==> src/rtl/field_source_gen_if.sv <==
// Field-source bus: start/gravity request, field RAM write port and renderer handshake.
interface field_source_gen_if #(
  parameter int unsigned FIELD_ADDRW = 6,
  parameter int unsigned FIELD_DATAW = 96
) ();
  logic                   start;
  logic signed [15:0]     gx;
  logic signed [15:0]     gy;
  logic                   field_we;
  logic [FIELD_ADDRW-1:0] field_addr;
  logic [FIELD_DATAW-1:0] field_data;
  logic                   draw_start;
  logic                   draw_done;
  logic                   busy;
  logic                   done;
  logic                   timeout_err;

  modport master (
    input  start, gx, gy, draw_done,
    output field_we, field_addr, field_data, draw_start, busy, done, timeout_err
  );

  modport slave (
    output start, gx, gy, draw_done,
    input  field_we, field_addr, field_data, draw_start, busy, done, timeout_err
  );
endinterface

==> src/rtl/field_source_gen.sv <==
// Fills the vector-field RAM from a latched gravity sample plus a swirl about
// the field centre, then kicks the renderer and waits (bounded) for it.
module field_source_gen #(
  parameter int unsigned FIELD_WIDTH  = 8,
  parameter int unsigned FIELD_HEIGHT = 6,
  parameter int          SWIRL        = 16,
  parameter int unsigned TIMEOUT      = 1048576
) (
  input logic                clk,
  input logic                rst_n,
  field_source_gen_if.master bus
);
  localparam int unsigned FIELD_SIZE  = FIELD_WIDTH * FIELD_HEIGHT;
  localparam int unsigned FIELD_ADDRW = $clog2(FIELD_SIZE);
  localparam int unsigned FIELD_DATAW = 96;
  localparam int unsigned COLW  = (FIELD_WIDTH  > 1) ? $clog2(FIELD_WIDTH)  : 1;
  localparam int unsigned ROWW  = (FIELD_HEIGHT > 1) ? $clog2(FIELD_HEIGHT) : 1;
  localparam int unsigned WAITW = (TIMEOUT > 1) ? $clog2(TIMEOUT) : 1;
  localparam int          HALF_W = int'(FIELD_WIDTH / 2);
  localparam int          HALF_H = int'(FIELD_HEIGHT / 2);

  typedef enum logic [2:0] {IDLE, FILL, DRAIN, KICK, WAIT} state_t;

  state_t             state, state_next;
  logic [ROWW-1:0]    row, row_next;
  logic [COLW-1:0]    col, col_next;
  logic               drain_cnt, drain_next;
  logic [WAITW-1:0]   wait_cnt, wait_next;
  logic signed [15:0] gx_q, gx_next, gy_q, gy_next;
  logic               err_q, err_next;
  logic               done_next;
  logic               fill_valid_c;

  logic               s1_valid;
  logic [FIELD_ADDRW-1:0] s1_addr;
  logic signed [31:0] s1_xn, s1_yn;

  logic               we_q, draw_start_q, busy_q, done_q;
  logic [FIELD_ADDRW-1:0] addr_q;
  logic [FIELD_DATAW-1:0] data_q;

  // State, counters and registered control outputs
  always_ff @(posedge clk or negedge rst_n) begin
    if (!rst_n) begin
      state        <= IDLE;
      row          <= '0;
      col          <= '0;
      drain_cnt    <= 1'b0;
      wait_cnt     <= '0;
      gx_q         <= '0;
      gy_q         <= '0;
      err_q        <= 1'b0;
      done_q       <= 1'b0;
      busy_q       <= 1'b0;
      draw_start_q <= 1'b0;
    end else begin
      state        <= state_next;
      row          <= row_next;
      col          <= col_next;
      drain_cnt    <= drain_next;
      wait_cnt     <= wait_next;
      gx_q         <= gx_next;
      gy_q         <= gy_next;
      err_q        <= err_next;
      done_q       <= done_next;
      busy_q       <= (state_next != IDLE);
      draw_start_q <= (state_next == KICK);
    end
  end

  // Next-state: address sweep, drain, renderer kick and bounded wait
  always_comb begin
    state_next   = state;
    row_next     = row;
    col_next     = col;
    drain_next   = drain_cnt;
    wait_next    = wait_cnt;
    gx_next      = gx_q;
    gy_next      = gy_q;
    err_next     = err_q;
    done_next    = 1'b0;
    fill_valid_c = 1'b0;
    case (state)
      IDLE: begin
        if (bus.start) begin
          gx_next    = bus.gx;
          gy_next    = bus.gy;
          err_next   = 1'b0;
          row_next   = '0;
          col_next   = '0;
          state_next = FILL;
        end
      end
      FILL: begin
        fill_valid_c = 1'b1;
        if (col == COLW'(FIELD_WIDTH - 1)) begin
          col_next = '0;
          if (row == ROWW'(FIELD_HEIGHT - 1)) begin
            row_next   = '0;
            drain_next = 1'b0;
            state_next = DRAIN;
          end else begin
            row_next = row + 1'b1;
          end
        end else begin
          col_next = col + 1'b1;
        end
      end
      DRAIN: begin
        if (drain_cnt) state_next = KICK;
        else           drain_next = 1'b1;
      end
      KICK: begin
        wait_next  = '0;
        state_next = WAIT;
      end
      WAIT: begin
        if (bus.draw_done) begin
          done_next  = 1'b1;
          state_next = IDLE;
        end else if (wait_cnt == WAITW'(TIMEOUT - 1)) begin
          done_next  = 1'b1;
          err_next   = 1'b1;
          state_next = IDLE;
        end else begin
          wait_next = wait_cnt + 1'b1;
        end
      end
      default: state_next = IDLE;
    endcase
  end

  // Stage 1: cell vector = gravity + swirl offset about the centre
  logic signed [31:0] row_off_c, col_off_c;
  assign row_off_c = $signed(32'(row)) - HALF_H;
  assign col_off_c = $signed(32'(col)) - HALF_W;

  always_ff @(posedge clk or negedge rst_n) begin
    if (!rst_n) begin
      s1_valid <= 1'b0;
      s1_addr  <= '0;
      s1_xn    <= '0;
      s1_yn    <= '0;
    end else begin
      s1_valid <= fill_valid_c;
      if (fill_valid_c) begin
        s1_addr <= FIELD_ADDRW'(32'(row) * FIELD_WIDTH + 32'(col));
        s1_xn   <= 32'(gx_q) - row_off_c * SWIRL;
        s1_yn   <= 32'(gy_q) + col_off_c * SWIRL;
      end
    end
  end

  // Stage 2: saturated L1 magnitude and RAM write
  logic [31:0] abs_x_c, abs_y_c, mag_c;
  logic [32:0] sum_c;
  assign abs_x_c = s1_xn[31] ? 32'(-s1_xn) : 32'(s1_xn);
  assign abs_y_c = s1_yn[31] ? 32'(-s1_yn) : 32'(s1_yn);
  assign sum_c   = 33'(abs_x_c) + 33'(abs_y_c);
  assign mag_c   = (sum_c > 33'h07FFFFFFF) ? 32'h7FFFFFFF : sum_c[31:0];

  always_ff @(posedge clk or negedge rst_n) begin
    if (!rst_n) begin
      we_q   <= 1'b0;
      addr_q <= '0;
      data_q <= '0;
    end else begin
      we_q <= s1_valid;
      if (s1_valid) begin
        addr_q <= s1_addr;
        data_q <= {s1_xn, s1_yn, mag_c};
      end
    end
  end

  assign bus.field_we    = we_q;
  assign bus.field_addr  = addr_q;
  assign bus.field_data  = data_q;
  assign bus.draw_start  = draw_start_q;
  assign bus.busy        = busy_q;
  assign bus.done        = done_q;
  assign bus.timeout_err = err_q;
endmodule

==> src/flat_wrapper.sv <==
// flat-port wrapper written by rule: the top's interface ports become plain ports
module field_source_gen_flat 
#(
  parameter int unsigned FIELD_WIDTH  = 8,
  parameter int unsigned FIELD_HEIGHT = 6,
  parameter int          SWIRL        = 16,
  parameter int unsigned TIMEOUT      = 1048576
)
  (clk, rst_n, bus_start, bus_gx, bus_gy, bus_draw_done, bus_field_we, bus_field_addr, bus_field_data, bus_draw_start, bus_busy, bus_done, bus_timeout_err);
  field_source_gen_if bus_i ();
  input logic clk;
  input logic rst_n;
  input wire logic [$bits(bus_i.start)-1:0] bus_start;
  input wire logic [$bits(bus_i.gx)-1:0] bus_gx;
  input wire logic [$bits(bus_i.gy)-1:0] bus_gy;
  input wire logic [$bits(bus_i.draw_done)-1:0] bus_draw_done;
  output wire logic [$bits(bus_i.field_we)-1:0] bus_field_we;
  output wire logic [$bits(bus_i.field_addr)-1:0] bus_field_addr;
  output wire logic [$bits(bus_i.field_data)-1:0] bus_field_data;
  output wire logic [$bits(bus_i.draw_start)-1:0] bus_draw_start;
  output wire logic [$bits(bus_i.busy)-1:0] bus_busy;
  output wire logic [$bits(bus_i.done)-1:0] bus_done;
  output wire logic [$bits(bus_i.timeout_err)-1:0] bus_timeout_err;
  assign bus_i.start = bus_start;
  assign bus_i.gx = bus_gx;
  assign bus_i.gy = bus_gy;
  assign bus_i.draw_done = bus_draw_done;
  assign bus_field_we = bus_i.field_we;
  assign bus_field_addr = bus_i.field_addr;
  assign bus_field_data = bus_i.field_data;
  assign bus_draw_start = bus_i.draw_start;
  assign bus_busy = bus_i.busy;
  assign bus_done = bus_i.done;
  assign bus_timeout_err = bus_i.timeout_err;
  field_source_gen #(.FIELD_WIDTH(FIELD_WIDTH), .FIELD_HEIGHT(FIELD_HEIGHT), .SWIRL(SWIRL), .TIMEOUT(TIMEOUT)) u_core (.clk(clk), .rst_n(rst_n), .bus(bus_i));
endmodule
==> config.mk <==
export PLATFORM = sky130hd
export DESIGN_NAME = field_source_gen_flat
export DESIGN_NICKNAME = d
export VERILOG_FILES = /design/src/rtl/field_source_gen_if.sv /design/src/rtl/field_source_gen.sv /design/src/flat_wrapper.sv
export SDC_FILE = /design/constraint.sdc
export NUM_CORES = 1
export LEC_CHECK = 0
export CAP_MARGIN = 20
export CORE_UTILIZATION = 35
export CTS_BUF_LIST = sky130_fd_sc_hd__clkbuf_4 sky130_fd_sc_hd__clkbuf_8 sky130_fd_sc_hd__clkbuf_16
export DETAILED_ROUTE_END_ITERATION = 8
export DONT_BUFFER_PORTS = 1
export RECOVER_POWER = 100
export SETUP_SLACK_MARGIN = 0.1
export SLEW_MARGIN = 20
export SYNTH_ARGS = -nofsm -noshare
export SYNTH_HDL_FRONTEND = slang
export SYNTH_SLANG_ARGS = --single-unit
==> constraint.sdc <==
create_clock -name clk -period 3.68 [get_ports clk]
set_input_delay 0.184 -clock clk [delete_from_list [all_inputs] [get_ports clk]]
set_output_delay 0.184 -clock clk [all_outputs]
set_load 0.01 [all_outputs]
Word-level counts from Yosys, hierarchy flattened
Cells that the tools add are included.

storage, ports and cells
  flip-flop bits (word level) = 240
  input port bits = 36
  output and inout bits = 107
  logic and storage cells = 86

cells by class
  $add $sub $neg = 11
  $lt $le $gt $ge = 1
  eq/ne operators = 14
  muxes and demuxes = 30
  reduce and logical (&&, ||, !) cells = 12

operators with widths
  cell                                                             count
  two-way mux 32 bit                                               3
  negator 32 bit                                                   2
  two-way mux 20 bit                                               2
  case mux 20 bit (2 select lines)                                 1
  adder 32 x 32 -> 33 bit                                          1
  greater-than comparator 33 x 31 -> 1 bit, second input constant  1
  two-way mux 3 bit                                                10
  adder 20 x 1 -> 20 bit, second input constant                    1
  equality test 20 bit, second input constant                      1
  adder 16 x 8 -> 17 bit                                           1
  subtractor 16 x 8 -> 17 bit                                      1
  case mux 3 bit (5 select lines)                                  1
  case mux 3 bit (2 select lines)                                  2
  equality test 3 x 2 -> 1 bit, second input constant              3
  equality test 3 bit, second input constant                       3
  two-way mux 1 bit                                                9
  AND reduction 3 bit                                              3
  nonzero test 2 bit                                               4
  adder 3 x 1 -> 3 bit, second input constant                      2
  adder 6 x 3 -> 6 bit                                             1
  inequality test 2 x 1 -> 1 bit, second input constant            3
  inequality test 2 bit, second input constant                     3
  case mux 1 bit (2 select lines)                                  2
  AND reduction 2 bit                                              2
  other kinds (6)                                                  6

Logic depth before layout (Yosys ltp)
Gate-level depths: netlist of the first run.

  word-level depth = 5
  gate-level depth with buffers = 20
  mapped depth without buffers = 18

Least setup slack after synthesis of the first run
OpenSTA, ideal clock, no wires.

  kind = reg-to-reg
  start point = register u_core.s1_yn[0]
  end point = register u_core.data_q[15] (netlist: u_core.bus.field_data[15])
  library setup time = 126 ps
  data arrival time = 3,139 ps
  data required time = 3,554 ps
  setup slack = 415 ps
  stages on the path, launching flop included = 16
  path buffers = 0
  clock period less this slack = 3,265 ps
  path through = dfrtp_1 > inv_1 > ha_1 > nand2_1 > or3_1 > or2_2 > o41ai_1 > xnor2_1 > ha_1 > a21oi_1 > nand2_1 > o211ai_1 > a31oi_2 > or2_2 > xnor2_1 > a21oi_1

between the ends
  longest elaborated chain between the ends = 5

ends and longest elaborated chain
  what                                      RTL line                 RTL
  from (decl)                               field_source_gen.sv:36   logic signed [31:0] s1_xn, s1_yn;
  from (signal assigned)                    field_source_gen.sv:149  s1_yn <= 32'(gy_q) + col_off_c * SWIRL;
  negator 32 bit                            field_source_gen.sv:158  assign abs_y_c = s1_yn[31] ? 32'(-s1_yn) : 32'(s1_yn);
  two-way mux 32 bit (*)                    field_source_gen.sv:158
  adder 32 x 32 -> 33 bit (*)               field_source_gen.sv:159  assign sum_c = 33'(abs_x_c) + 33'(abs_y_c);
  greater-than comparator 33 x 31 -> 1 bit  field_source_gen.sv:160  assign mag_c = (sum_c > 33'h07FFFFFFF) ? 32'h7FFFFFFF : sum_c[31:0];
  two-way mux 32 bit (*)                    field_source_gen.sv:160
  to (signal assigned)                      field_source_gen.sv:171  data_q <= {s1_xn, s1_yn, mag_c};
  to (decl)                                 field_source_gen.sv:40   logic [FIELD_DATAW-1:0] data_q;

Mark *: on every way between the ends. The rest lies on a longest branch, timed or not.
A chain may end at the register's enable or synchronous reset.

Final worst setup path of the first run
  start point = register u_core.s1_yn[1]
  end point = register u_core.data_q[15] (netlist: u_core.bus.field_data[15])

Same word-level chain as after synthesis.

==> results of run 1 <==
## placed cells by master, fill, tap and decap left out, types with 3 or more instances in the layout
cell type | netlist | routed
nand4_1 | 8 | 8
nor2b_1 | 9 | 9
ha_1 | 63 | 61
nor4b_1 | 3 | 3
nor3_1 | 11 | 11
fa_1 | 3 | 3
dfrtp_1 | 180 | 179
a21oi_1 | 68 | 67
nand2_1 | 117 | 117
nand2b_1 | 12 | 12
clkbuf_8 | 0 | 3
o21ai_0 | 74 | 73
buf_4 | 31 | 6
a21o_1 | 23 | 23
nand3_1 | 26 | 26
and3_1 | 9 | 9
conb_1 | 1 | 30
a31o_2 | 4 | 4
inv_1 | 25 | 25
o211ai_1 | 4 | 4
dlygate4sd3_1 | 0 | 33
clkinv_4 | 0 | 4
xnor2_1 | 48 | 48
xor2_1 | 37 | 37
clkbuf_16 | 0 | 17
a31oi_1 | 9 | 9
a21oi_2 | 10 | 11
nor2_1 | 77 | 77
clkbuf_1 | 30 | 8
o31ai_1 | 9 | 9
a211oi_1 | 3 | 3
o21bai_1 | 4 | 4
or3_1 | 11 | 11
and2_1 | 5 | 4
mux2_2 | 71 | 71
## state kept, by name, indices dropped and copies added (netlist names)
register	cells
u_core.bus.field_data	66
u_core.wait_cnt	20
u_core.s1_xn	17
u_core.s1_yn	17
u_core.gx_q	16
u_core.gy_q	16
u_core.bus.field_addr	6
u_core.s1_addr	6
u_core.col	3
u_core.row	3
u_core.state	3
u_core.bus.busy	1
u_core.bus.done	1
u_core.bus.draw_start	1
u_core.bus.field_we	1
u_core.bus.timeout_err	1
u_core.drain_cnt	1
u_core.s1_valid	1
## power by group
group	switching, W	total [W]	internal [W]
Sequential	0.000993	0.00381	0.00281
Combinational	0.00354	0.00646	0.00291
Clock	0.000825	0.00189	0.00107
Total	0.00536	0.0122	0.00679
## path summary, 6_finish.rpt
| check | from | to | cells after the start |
|---|---|---|---|
| worst max-delay path | u_core.s1_yn[1]$_DFFE_PN0P_ | u_core.bus.field_data[15]$_DFFE_PN0P_ | 15 |
| worst min-delay path | rst_n | u_core.bus.field_data[11]$_DFFE_PN0P_ | 0 |
| worst max register to register | u_core.s1_yn[1]$_DFFE_PN0P_ | u_core.bus.field_data[15]$_DFFE_PN0P_ | 15 |
| worst min register to register | u_core.s1_addr[5]$_DFFE_PN0P_ | u_core.s1_addr[5]$_DFFE_PN0P_ | 2 |
| max in group asynchronous | rst_n | u_core.gy_q[0]$_DFFE_PN0P_ | 0 |
| min in group clk | bus_draw_done | u_core.wait_cnt[1]$_DFFE_PN0P_ | 4 |
## kinds of logic (layout without fill, tap and decap cells)
group / Yosys count / in the layout / share of synthesized area [%]
compound gates: 233 / 233 / 14.2
xor+xnor: 85 / 85 / 7.27
fa+ha+maj: 66 / 66 / 8.28
buf+inv: 88 / 105 / 4.48
flops: 180 / 180 / 44.0
mux: 72 / 72 / 7.90
other cells: 1 / 32 / 0.0366
simple gates: 306 / 306 / 13.9
## per-stage QoR
step / std cells / power [W]
4_1_cts: 1460 / 0.0122
3_5_place_dp: 1395 / 0.0102
2_1_floorplan: 1060 / 0.00886
3_3_place_gp: 1395 / 0.0102
5_1_grt: 1463 / 0.0132
6_report: 1463 / 0.0122
## area by class of cell
cell class | count | area, um^2
clock buffer | 20 | 467
clock inverter | 12 | 146
inverter | 25 | 93.8
multi-input combinational | 792 | 5420
tap | 384 | 480
antenna | 2 | 5.00
fill | 2842 | 17200
sequential | 180 | 4510
timing repair buffer | 48 | 410
## critical path: cells and delay by family, from the launching register on
family / cells / cell delay, ns
XOR/XNOR: 2 / 0.26
adder cells (fa/ha/maj): 2 / 0.50
AND/OR/NAND/NOR: 5 / 1.01
AO/OA/AOI/OAI: 5 / 0.99
flip-flops: 1 / 0.40
buffers and inverters: 1 / 0.10
## timing repair
action	CTS	global route
gates resized for setup	0	12
endpoints found under the setup margin	0	4
buffers inserted	0	1
hold endpoints to repair	214	180
## per-layer routing
| layer | global-route usage, % | vias to the layer above | share of wire [%] |
|---|---|---|---|
| li1 | - | 3627 | - |
| met1 | 21.0 | 3504 | 46 |
| met2 | 26.9 | 118 | 48 |
| met3 | 3.89 | 22 | 4.5 |
| met4 | 5.01 | 0 | 1.4 |
| met5 | 0 | - | 0 |
==> impl_metrics.env, run 1 <==
export IMPL_p_leak_nw=4.97
export IMPL_drv_slew=36
export IMPL_path_clk_slew_ns=0.08
export IMPL_cts_sinks=180
export IMPL_vias=7271
export IMPL_die_area_um2=30000
export IMPL_yosysTopAreaCell="dfrtp_1"
export IMPL_fin_skew_ns=0.0180
export IMPL_grt_pass1_vias=6970
export IMPL_fmax_mhz=295
export IMPL_wl_um=23700
export IMPL_violations="negative hold slack, max-capacitance violations, max-slew violations"
export IMPL_rsz0062_at_grt="yes"
export IMPL_synth_top_cells_by_area="dfrtp_1, mux2_2, ha_1"
export IMPL_start_util_pct=35.6
export IMPL_yosys_warnings=0
export IMPL_synth_seq_area_share_pct=44.0
export IMPL_max_slew_margin_pct=-30.0
export IMPL_synth_most_common_cell="dfrtp_1"
export IMPL_reg2reg_slack_ns=0.29
export IMPL_first_pass_iters=4
export IMPL_hold_class="in -> async"
export IMPL_period_minus_slack_ns=3.39
export IMPL_avgSynthCellArea_um2=9.94
export IMPL_tns_ns=0
export IMPL_num_rows=62
export IMPL_boundaryPins=143
export IMPL_synth_top_flop_cell="dfrtp_1"
export IMPL_overflow=0
export IMPL_irDropWorstVdd_uv=425
export IMPL_end_kind="flip-flop"
export IMPL_postCtsHoldBufs=33
export IMPL_dp_worst_setup_slack_ns=0.162
export IMPL_max_stage_delay_ns=0.40
export IMPL_cts_htree_levels=4
export IMPL_crit_chain="inv_1 -> ha_1 -> nand2_1 -> or3_1 -> or2_4 -> o41ai_4 -> xnor2_1 -> ha_1 -> a21oi_1 -> nand2_1 -> o211ai_1 -> a31oi_2 -> or2_4 -> xnor2_1 -> a21oi_1"
export IMPL_status="finished, violations left"
export IMPL_cts_buffers_inserted=17
export IMPL_grt_max_degree=181
export IMPL_syn_instance_count=1031
export IMPL_viasPerCell=4.97
export IMPL_setup_violations=0
export IMPL_start_kind="flip-flop"
export IMPL_area_delta_synth_final_pct=12.6
export IMPL_finalCritPeriodShare_pct=92.3
export IMPL_final_cell_area_um2=11500
export IMPL_drt_iter0_markers=329
export IMPL_grt_pass1_wl_um=38500
export IMPL_clockBufferDepth=2
export IMPL_yosys_top_cells_count="dfrtp_1, nand2_1, nor2_1, o21ai_0, mux2_2"
export IMPL_synth_seq_cells=180
export IMPL_synth_top_area_share_pct=44.0
export IMPL_die_w_um=173
export IMPL_grt_usage_pct=16.2
export IMPL_synth_cell_types=62
export IMPL_cts_root_buf="clkbuf_16"
export IMPL_worst_slack_ns=0.285
export IMPL_gp_congestion=0.856
export IMPL_worst_pin_slew_ns=1.95
export IMPL_port_buffers=0
export IMPL_hold_viol=180
export IMPL_setup_worst_path_class="reg -> reg"
export IMPL_crit_slowest_cell="dfrtp_1"
export IMPL_drc=0
export IMPL_drive_gt1_share_pct=13.1
export IMPL_arrival_ns=3.70
export IMPL_cts_tree="yes"
export IMPL_placed_area_um2=10600
export IMPL_ys_async_sr_fraction_pct=100
export IMPL_postRouteAntennaNets=0
export IMPL_synth_enable_flop_cells=0
export IMPL_worstSkewPairLatency_ns=0.44
export IMPL_max_cap_viol_count=3
export IMPL_coreArea_um2=28800
export IMPL_cp_required_ns=3.99
export IMPL_chipHeight_um=173
export IMPL_antenna_found_initial=2
export IMPL_wire_per_inst_um=16.2
export IMPL_path_max_fanout=5
export IMPL_dp_hpwl_um=17400
export IMPL_fin_nets=1166
export IMPL_worst_hold_slack_ns=-0.552
export IMPL_syn_area_um2=10200
export IMPL_utilization_pct=40.1
export IMPL_pwr_density_cell_nw_per_um2=1050
No activity file was read; power rests on OpenSTA's default activity.
==> inputs of run 2 (changes only) <==
CAP_MARGIN = 25   (was 20)
CORE_MARGIN = 10   (was default)
==> impl_metrics.env, run 2 (synthesis results as in run 1) <==
export IMPL_gp_congestion=0.833
export IMPL_grt_max_degree=181
export IMPL_postRouteAntennaNets=0
export IMPL_worst_slack_ns=0.285
export IMPL_drive_gt1_share_pct=12.7
export IMPL_internal_power_w=0.00674
export IMPL_hold_viol=180
export IMPL_overflow=0
export IMPL_fmax_mhz=295
export IMPL_num_rows=62
export IMPL_arrival_ns=3.71
export IMPL_max_cap_viol_count=4
export IMPL_vias=7234
export IMPL_coreArea_um2=28800
export IMPL_dp_hpwl_um=18500
export IMPL_setup_worst_path_class="reg -> reg"
export IMPL_netSwitchingFraction_pct=44.4
export IMPL_rsz0062_at_grt="no"
export IMPL_grt_pass1_wl_um=39600
export IMPL_power_switching_w=0.00538
export IMPL_boundaryPins=143
export IMPL_first_pass_iters=4
export IMPL_finalCritPeriodShare_pct=92.3
export IMPL_fin_nets=1164
export IMPL_path_clk_slew_ns=0.07
export IMPL_violations="negative hold slack, max-capacitance violations, max-slew violations"
export IMPL_status="finished, violations left"
export IMPL_area_delta_synth_final_pct=12.0
export IMPL_chipHeight_um=191
export IMPL_comb_power_share_pct=53.2
export IMPL_cts_buffers_inserted=17
export IMPL_hold_class="in -> async"
export IMPL_largest_reg_flops=66
export IMPL_die_w_um=191
export IMPL_pwr_density_cell_nw_per_um2=1060
export IMPL_antenna_found_initial=2
export IMPL_path_max_fanout=5
export IMPL_worst_pin_slew_ns=1.87
export IMPL_cts_setup_buffers=0
export IMPL_p_leak_nw=4.97
export IMPL_viasPerCell=4.95
export IMPL_tns_ns=0
export IMPL_start_kind="flip-flop"
export IMPL_cp_required_ns=3.99
export IMPL_wire_per_inst_um=17.0
export IMPL_layout_commonest_cell="dfrtp_1"
export IMPL_clockBufferDepth=2
export IMPL_worst_hold_slack_ns=-0.548
export IMPL_p_clk_share_pct=15.3
export IMPL_drv_slew=77
export IMPL_max_slew_margin_pct=-24.4
export IMPL_postCtsHoldBufs=33
export IMPL_wl_um=24800
export IMPL_cts_htree_levels=4
export IMPL_cts_root_buf="clkbuf_16"
export IMPL_fin_skew_ns=0.0107
export IMPL_power_frac_seq_pct=31.5
export IMPL_dp_worst_setup_slack_ns=0.234
export IMPL_irDropWorstVdd_uv=378
export IMPL_cts_sinks=180
export IMPL_drc=0
export IMPL_mostFrequentLayoutCells="dfrtp_1, nand2_1, nor2_1, o21ai_0, mux2_2"
export IMPL_grt_usage_pct=13.7
export IMPL_end_kind="flip-flop"
export IMPL_worstSkewPairLatency_ns=0.44
export IMPL_cts_tree="yes"
export IMPL_start_util_pct=35.6
export IMPL_grt_pass1_vias=7124
export IMPL_setup_violations=0
export IMPL_die_area_um2=36500
export IMPL_port_buffers=0
export IMPL_period_minus_slack_ns=3.40
export IMPL_drt_iter0_markers=442
run 2: power groups by stage:
stage	clock network, W	registers, W	logic, W
5_1_grt	0.00200	0.00395	0.00731
3_5_place_dp	0	0.00389	0.00645
2_1_floorplan	0	0.00348	0.00538
6_report	0.00186	0.00382	0.00644
3_3_place_gp	0	0.00387	0.00637
4_1_cts	0.00192	0.00386	0.00653
run 2: worst paths after layout:
check                                               from                                    end  slack (ns)  cells after the start
max                          u_core.s1_yn[1]$_DFFE_PN0P_  u_core.bus.field_data[15]$_DFFE_PN0P_        0.28                     15
min                                                rst_n  u_core.bus.field_data[20]$_DFFE_PN0P_       -0.55                      0
max reg2reg                  u_core.s1_yn[1]$_DFFE_PN0P_  u_core.bus.field_data[15]$_DFFE_PN0P_        0.28                     15
min reg2reg                u_core.s1_addr[1]$_DFFE_PN0P_          u_core.s1_addr[1]$_DFFE_PN0P_        0.48                      2
max in group asynchronous                          rst_n  u_core.bus.field_data[94]$_DFFE_PN0P_        3.88                      0
min in group clk                               bus_start     u_core.bus.timeout_err$_DFFE_PN0P_        0.06                      2
run 2: per-layer routing:
layer	global-route usage, %	wire length, um
met5	0	13
met4	3.88	317
met3	4.03	1510
met2	22.6	11900
met1	16.9	11000
run 2: area by class of cell:
cell class | instances | area (um^2)
fillers | 2823 | 17300
inverters | 25 | 93.8
multi-input cells | 792 | 5400
diodes | 1 | 2.50
clock inverters | 12 | 143
clock buffers | 20 | 454
flip-flops and latches | 180 | 4510
repair buffers | 46 | 403
well taps | 384 | 480
run 2: stage by stage:
step	cells	power (W)	utilization [%]	hold slack (ns)	area, um^2
after floorplan	1060	0.00886	-	-0.112	10400
after global placement	1394	0.0102	36.8	-0.0973	10600
after detailed placement	1394	0.0103	36.8	-0.0960	10600
after CTS	1459	0.0123	40.0	-0.573	11500
after global routing	1459	0.0133	39.9	-0.578	11500
final	1460	0.0121	39.9	-0.548	11500
run 2: what timing repair did:
action,CTS,global route
endpoints found under the hold margin,214,180
setup endpoints to repair,0,4
resized for setup,0,5
run 2: worst max-delay path, cell delays in order, from the launching register on:
cell      delay (ns)
dfrtp_1         0.38
inv_1           0.09
ha_1            0.16
nand2_1         0.06
or3_1           0.32
or2_2           0.31
o41ai_2         0.24
xnor2_1         0.16
ha_1            0.30
a21oi_1         0.23
nand2_1         0.10
o211ai_1        0.21
a31oi_1         0.17
or2_2           0.32
xnor2_1         0.15
a21oi_1         0.09
